$ cat src/rtl/iscbdiv_ctrl.sv
// Sequencer for the in-stream correlation-based stochastic divider: LFSR stream generation, warm-up, counting run, result handshake.
// Optional operand rejection (divisor==0 or dividend>divisor) is enabled with `define ISCBDIV_CTRL_CHK_EN.
module iscbdiv_ctrl #(
  parameter int WIDTH  = 8,
  parameter int WARMUP = 4,
  parameter int SEED   = 1
) (
  input  logic             clk,
  input  logic             rst_n,
  input  logic             in_valid,
  output logic             in_ready,
  input  logic [WIDTH-1:0] op_dividend,
  input  logic [WIDTH-1:0] op_divisor,
  output logic             dividend,
  output logic             divisor,
  output logic             sel,
  input  logic             quotient,
  output logic             out_valid,
  input  logic             out_ready,
  output logic [WIDTH-1:0] result,
  output logic             err,
  output logic             busy
);

  // Cycle counter must hold both WARMUP-1 (up to 254) and 2^WIDTH-1.
  localparam int CW = ((WIDTH > 8) ? WIDTH : 8) + 1;
  localparam logic [CW-1:0]    WARM_LAST = CW'(WARMUP - 1);
  localparam logic [CW-1:0]    RUN_LAST  = CW'((2 ** WIDTH) - 1);
  localparam logic [WIDTH-1:0] SEED_W    = WIDTH'(SEED);

  function automatic logic [15:0] tap_mask(input int w);
    case (w)
      4:       return 16'h000C;
      5:       return 16'h0014;
      6:       return 16'h0030;
      7:       return 16'h0060;
      8:       return 16'h00B8;
      9:       return 16'h0110;
      10:      return 16'h0240;
      11:      return 16'h0500;
      12:      return 16'h0829;
      13:      return 16'h100D;
      14:      return 16'h2015;
      15:      return 16'h6000;
      default: return 16'hD008;
    endcase
  endfunction

  localparam logic [15:0]      TAPS16 = tap_mask(WIDTH);
  localparam logic [WIDTH-1:0] TAPS   = TAPS16[WIDTH-1:0];

  typedef enum logic [1:0] {S_IDLE, S_WARM, S_RUN, S_DONE} state_t;

  state_t           r_state;
  logic [WIDTH-1:0] r_lfsr;
  logic [WIDTH-1:0] r_dvd;
  logic [WIDTH-1:0] r_dvs;
  logic [WIDTH-1:0] r_result;
  logic [CW-1:0]    r_cyc;
  logic [WIDTH:0]   r_ones;
  logic             r_dividend;
  logic             r_divisor;
  logic             r_sel;
  logic             r_out_valid;
  logic             r_err;
  logic             r_busy;

  logic             w_fb;
  logic [WIDTH-1:0] w_lfsr_nxt;
  logic [WIDTH:0]   w_ones_nxt;
  logic             w_gen;
  logic             w_reject;

  assign w_fb       = ^(r_lfsr & TAPS);
  assign w_lfsr_nxt = {r_lfsr[WIDTH-2:0], w_fb};
  assign w_ones_nxt = r_ones + (WIDTH+1)'(quotient);
  // Streams drop to 0 on the same edge the FSM leaves RUN, so DONE never sees a stale stream bit.
  assign w_gen      = (r_state == S_WARM) || ((r_state == S_RUN) && (r_cyc != RUN_LAST));

`ifdef ISCBDIV_CTRL_CHK_EN
  assign w_reject = (op_divisor == '0) || (op_dividend > op_divisor);
`else
  assign w_reject = 1'b0;
`endif

  assign in_ready  = rst_n & (r_state == S_IDLE);
  assign dividend  = r_dividend;
  assign divisor   = r_divisor;
  assign sel       = r_sel;
  assign out_valid = r_out_valid;
  assign result    = r_result;
  assign err       = r_err;
  assign busy      = r_busy;

  always_ff @(posedge clk or negedge rst_n) begin
    if (!rst_n) begin
      r_state     <= S_IDLE;
      r_lfsr      <= SEED_W;
      r_dvd       <= '0;
      r_dvs       <= '0;
      r_result    <= '0;
      r_cyc       <= '0;
      r_ones      <= '0;
      r_dividend  <= 1'b0;
      r_divisor   <= 1'b0;
      r_sel       <= 1'b0;
      r_out_valid <= 1'b0;
      r_err       <= 1'b0;
      r_busy      <= 1'b0;
    end else begin
      r_dividend <= w_gen & (r_dvd > r_lfsr);
      r_divisor  <= w_gen & (r_dvs > r_lfsr);
      r_sel      <= w_gen & (r_lfsr[0] ^ r_lfsr[WIDTH-1]);
      case (r_state)
        S_IDLE: begin
          if (in_valid) begin
            r_dvd  <= op_dividend;
            r_dvs  <= op_divisor;
            r_lfsr <= SEED_W;
            r_cyc  <= '0;
            r_ones <= '0;
            r_busy <= 1'b1;
            if (w_reject) begin
              r_state     <= S_DONE;
              r_out_valid <= 1'b1;
              r_result    <= '1;
              r_err       <= 1'b1;
            end else begin
              r_state <= S_WARM;
            end
          end
        end
        S_WARM: begin
          r_lfsr <= w_lfsr_nxt;
          if (r_cyc == WARM_LAST) begin
            r_cyc   <= '0;
            r_state <= S_RUN;
          end else begin
            r_cyc <= r_cyc + CW'(1);
          end
        end
        S_RUN: begin
          r_lfsr <= w_lfsr_nxt;
          r_ones <= w_ones_nxt;
          r_cyc  <= r_cyc + CW'(1);
          if (r_cyc == RUN_LAST) begin
            r_state     <= S_DONE;
            r_out_valid <= 1'b1;
            r_result    <= w_ones_nxt[WIDTH] ? '1 : w_ones_nxt[WIDTH-1:0];
            r_err       <= 1'b0;
          end
        end
        S_DONE: begin
          if (out_ready) begin
            r_state     <= S_IDLE;
            r_out_valid <= 1'b0;
            r_busy      <= 1'b0;
          end
        end
        default: r_state <= S_IDLE;
      endcase
    end
  end

endmodule

$ cat config.mk
export PLATFORM = sky130hd
export DESIGN_NAME = iscbdiv_ctrl
export DESIGN_NICKNAME = d
export VERILOG_FILES = /design/src/rtl/iscbdiv_ctrl.sv
export SDC_FILE = /design/constraint.sdc
export NUM_CORES = 1
export LEC_CHECK = 0
export ABC_AREA = 1
export BUFFER_PORTS_ARGS = -buffer_cell sky130_fd_sc_hd__buf_4
export CAP_MARGIN = 30
export CORE_UTILIZATION = 28
export DETAILED_ROUTE_END_ITERATION = 16
export PLACE_DENSITY = 0.47
export REMOVE_ABC_BUFFERS = 1
export SYNTH_ARGS = -nofsm -noshare
export SYNTH_HDL_FRONTEND = slang
export SYNTH_SLANG_ARGS = --single-unit
$ cat constraint.sdc
create_clock -name clk -period 2.1 [get_ports clk]
set_input_delay 0.21 -clock clk [delete_from_list [all_inputs] [get_ports clk]]
set_output_delay 0.21 -clock clk [all_outputs]
set_load 0.02 [all_outputs]
## After elaboration in Yosys (flattened, before gate mapping)

Index checks and enable logic that the tools add are counted.

| storage, ports and cells | value |
|---|---|
| register bits after elaboration | 57 |
| input port bits | 21 |
| output and inout port bits | 15 |

| operators by class | value |
|---|---|
| $add $sub $neg | 2 |
| magnitude comparators | 2 |
| equal/unequal tests | 10 |
| multiplexer cells | 17 |
| bitwise operators | 5 |
| reductions and logical operators | 18 |

Operator list:

| cell | count |
|---|---|
| case mux 9 bit (3 select lines) | 1 |
| two-way mux 9 bit | 2 |
| case mux 9 bit (2 select lines) | 1 |
| > comparator 8 bit | 2 |
| two-way mux 8 bit | 2 |
| case mux 8 bit (2 select lines) | 1 |
| AND reduction 2 bit | 5 |
| adder 9 x 1 -> 9 bit | 1 |
| adder 9 x 1 -> 9 bit, second input constant | 1 |
| == test 9 x 2 -> 1 bit, second input constant | 1 |
| == test 9 x 8 -> 1 bit, second input constant | 1 |
| != test 9 x 8 -> 1 bit, second input constant | 1 |
| two-way mux 2 bit | 4 |
| case mux 2 bit (4 select lines) | 1 |
| nonzero test 2 bit | 4 |
| XOR reduction 8 bit | 1 |
| AND reduction 3 bit | 2 |
| AND 1 bit | 4 |
| == test 2 bit, second input constant | 2 |
| != test 2 x 1 -> 1 bit, second input constant | 2 |
| != test 2 bit, second input constant | 2 |
| case mux 1 bit (2 select lines) | 2 |
| AND reduction 4 bit | 1 |
| two-way mux 1 bit | 3 |
| 7 further kinds | 7 |

## Longest topological paths before layout

| depth | value |
|---|---|
| word-level depth | 4 |
| depth in mapped cells | 13 |

## Worst setup path before layout

No wires, ideal clock.

| timing path | value |
|---|---|
| path kind | flip-flop to flip-flop |
| from | reg r_cyc[0] |
| to | reg r_result[0] (netlist: result[0]) |
| data arrival time | 1,539 ps |
| required time | 1,980 ps |
| setup slack | 442 ps |
| stages on the path, launching flop included | 11 |
| path buffers | 0 |
| path through | dfrtp_1 -> ha_1 -> nand2_1 -> inv_1 -> nand3_1 -> nor3_1 -> ha_1 -> nand2_1 -> inv_1 -> o21ai_0 -> inv_1 |

| between the ends | value |
|---|---|
| cells in the longest elaborated chain, start to end | 2 |

Ends and longest elaborated chain:

| what | RTL line | source |
|---|---|---|
| start, declared | 59 | `logic [CW-1:0] r_cyc;` |
| start signal, assigned | 139 | `r_cyc <= r_cyc + CW'(1);` |
| start signal, assigned | 145 | `r_cyc <= r_cyc + CW'(1);` |
| == test 9 x 8 -> 1 bit | 146 | `if (r_cyc == RUN_LAST) begin` |
| AND reduction 2 bit (no source line) | n/a |  |
| end signal, assigned | 149 | `r_result <= w_ones_nxt[WIDTH] ? '1 : w_ones_nxt[WIDTH-1:0];` |
| end, declared | 58 | `logic [WIDTH-1:0] r_result;` |

No other way between the ends.
A chain may end at the register's enable or synchronous reset.

## Final worst setup path

| timing path | value |
|---|---|
| from | reg r_cyc[1] |
| to | reg r_result[1] (netlist: result[1]) |

The elaborated chain is that of the path after synthesis.

==> results.json <==
{
  "cts_buffers": 9,
  "cts_tree": "yes",
  "hold_viol_final": 0,
  "cts_root_buf": "clkbuf_8",
  "syn_inst": 342,
  "slew_headroom": 0.512,
  "hp-class": "input port to asynchronous set/reset pin",
  "cts_setup_buffers": 0,
  "skew_ps": 6.13,
  "synth_area_per_cell_um2": 8.89,
  "yosysTopAreaCellShare": 0.461,
  "startpoint_type": "flop",
  "layout.nets": 429,
  "clk_pin_slew_ps": 70,
  "p_per_area_nw_per_um2": 1310,
  "wl_per_cell_um": 12.1,
  "io_pins": 36,
  "drc_errors": 0,
  "cts_buffer_depth": 2,
  "pre_cts_ws_ps": 197,
  "yosysMostFrequentCell": "nand2_1",
  "avgViaCountPerCell": 4.40,
  "min_period_over_period": 0.893,
  "critPathRequiredTime_ps": 2330,
  "drt-pass1-iter-count": 4,
  "antenna_found_initial": 0,
  "totalPowerFinal_mw": 4.80,
  "cp-end-kind": "flop",
  "whs_ps": 36.2,
  "synth_common_cells": "nand2_1, dfrtp_1, inv_1",
  "clkLatencyLatePin_ps": 340,
  "grt_util_all_layers": 0.129,
  "max_freq_mhz": 533,
  "die_y_um": 106,
  "dieArea_um2": 11300,
  "period_needed_ps": 1870,
  "crit_fanout": 10,
  "grt.overflow.total": 0,
  "synth_cell_type_count": 25,
  "layout-drive-gt1-share": 0.188,
  "synth_edf_count": 0,
  "area_growth_pct": 20.3,
  "synth_area_um2": 3040,
  "place_congestion": 0.768,
  "ant_nets": 0,
  "cp.arrival_ps": 2110,
  "fin_util": 0.351,
  "status": "completed",
  "initial_core_util": 0.292,
  "rsz0062_at_grt": "no",
  "yosysTopAreaCell": "dfrtp_1",
  "grt_pass1_vias": 2359,
  "slew_violations": 0,
  "io_buffers": 34,
  "fp-row-count": 37,
  "synthTopCellsByArea": "dfrtp_1, ha_1, nand2_1, inv_1, a21oi_1",
  "fp.dieW_um": 106,
  "yosysWarnings": 0,
  "dr.first_iter.drc_count": 70,
  "ys.flop_type": "dfrtp_1",
  "finalWirelength_um": 6370,
  "irDropWorstVdd_mv": 0.543,
  "place_hpwl_um": 4730,
  "num_vias": 2312,
  "setup_slack_ps": 225,
  "fin_tns_setup_ps": 0,
  "async_reset_ff_frac": 1.00,
  "synth_seq_cells": 57,
  "cts.sinks": 57,
  "crit_type": "flop to flop",
  "ys_seq_area_frac": 0.470,
  "multi_input_area_um2": 1390,
  "grt_max_degree": 58,
  "p_leak_nw": 1.83,
  "seq_area_um2": 1430,
  "h-tree-depth": 3,
  "fillers": 1107,
  "max_slew.worst_pin.slew_ps": 732,
  "core_region_area_um2": 10400,
  "startpoint": "r_cyc[1]",
  "diodes": 0,
  "maxCapViolCount": 0,
  "setup_viol": 0,
  "grt_first_pass_wirelength_um": 11100,
  "r2r_start": "r_cyc[1]"
}
-- flip-flops by register name, summed over array words and instances, names as in the netlist --
register / count
divisor: 1
sel: 1
r_state: 2
r_cyc: 9
r_lfsr: 8
result: 8
dividend: 1
busy: 1
out_valid: 1
r_ones: 9
r_dvs: 8
r_dvd: 8
-- power breakdown --
part	total [mW]	internal [mW]	switching (mW)
Sequential	1.62	1.43	0.191
Clock	1.15	0.698	0.450
Combinational	2.04	0.820	1.21
-- timing repair --
action                     CTS  global route
hold buffers                 0             0
resized for setup            0             1
setup endpoints to repair    0             2
-- metrics by stage --
stage / instance area (µm²) / std cells
after floorplan: 3000 / 337
after global placement: 3440 / 509
after detailed placement: 3440 / 509
after CTS: 3660 / 525
after global routing: 3660 / 525
final: 3660 / 525
-- final cells by class --
type	count	area share
tap	136	0.0465
clock inverter	5	0.0216
clock buffer	11	0.0387
inverter	49	0.0503
sequential	57	0.390
timing repair buffer	36	0.0739
multi-input combinational	231	0.379
-- logic make-up after synthesis --
group / count (synthesis) / share of synthesized area
simple gates: 125 / 0.169
compound gates: 58 / 0.103
flops: 57 / 0.470
buf+inv: 54 / 0.0745
fa+ha+maj: 24 / 0.0988
mux: 14 / 0.0580
xor+xnor: 9 / 0.0259
other cells: 1 / 0.00123
-- final timing paths --
check                             to  slack, ps  depth (start not counted)
max                        result[1]        230                         11
min                        result[6]         40                          2
max reg2reg                result[1]        230                         11
min reg2reg                 r_cyc[8]        490                          2
max in group asynchronous  out_valid       1560                          2
min in group clk            r_dvs[7]         90                          2
-- routing by layer --
metal | up-vias | wire length [µm] | track usage
met2 | 43 | 3150 | 0.224
li1 | 1202 | - | -
met1 | 1059 | 2850 | 0.148
met5 | - | 0 | 0
met4 | 0 | 78 | 0.0417
met3 | 8 | 283 | 0.0448
-- layout by cell type (no fill, tap or decap), drive strengths merged --
master	count
o22ai	13
o21a	2
conb	1
bufinv	2
ha	24
xnor2	1
nor3	1
nand2	77
a21oi	22
nand3	17
nand4	3
clkinv	3
clkbuf	11
buf	36
nor2	27
inv	49
dfrtp	56
o21ai	21
dfstp	1
xor2	8
mux2	14
-- worst max-delay path, stage by stage, from the launching register on --
cell and delay, ps:
dfrtp_1 370, ha_1 190, nand2_1 60, inv_1 70, nand3_1 110, nor3_1 170
ha_1 200, nand2_1 220, nor2_1 190, nand2_1 60, o21ai_0 70, inv_1 50
Note: power is estimated with default switching activity, not from simulation.
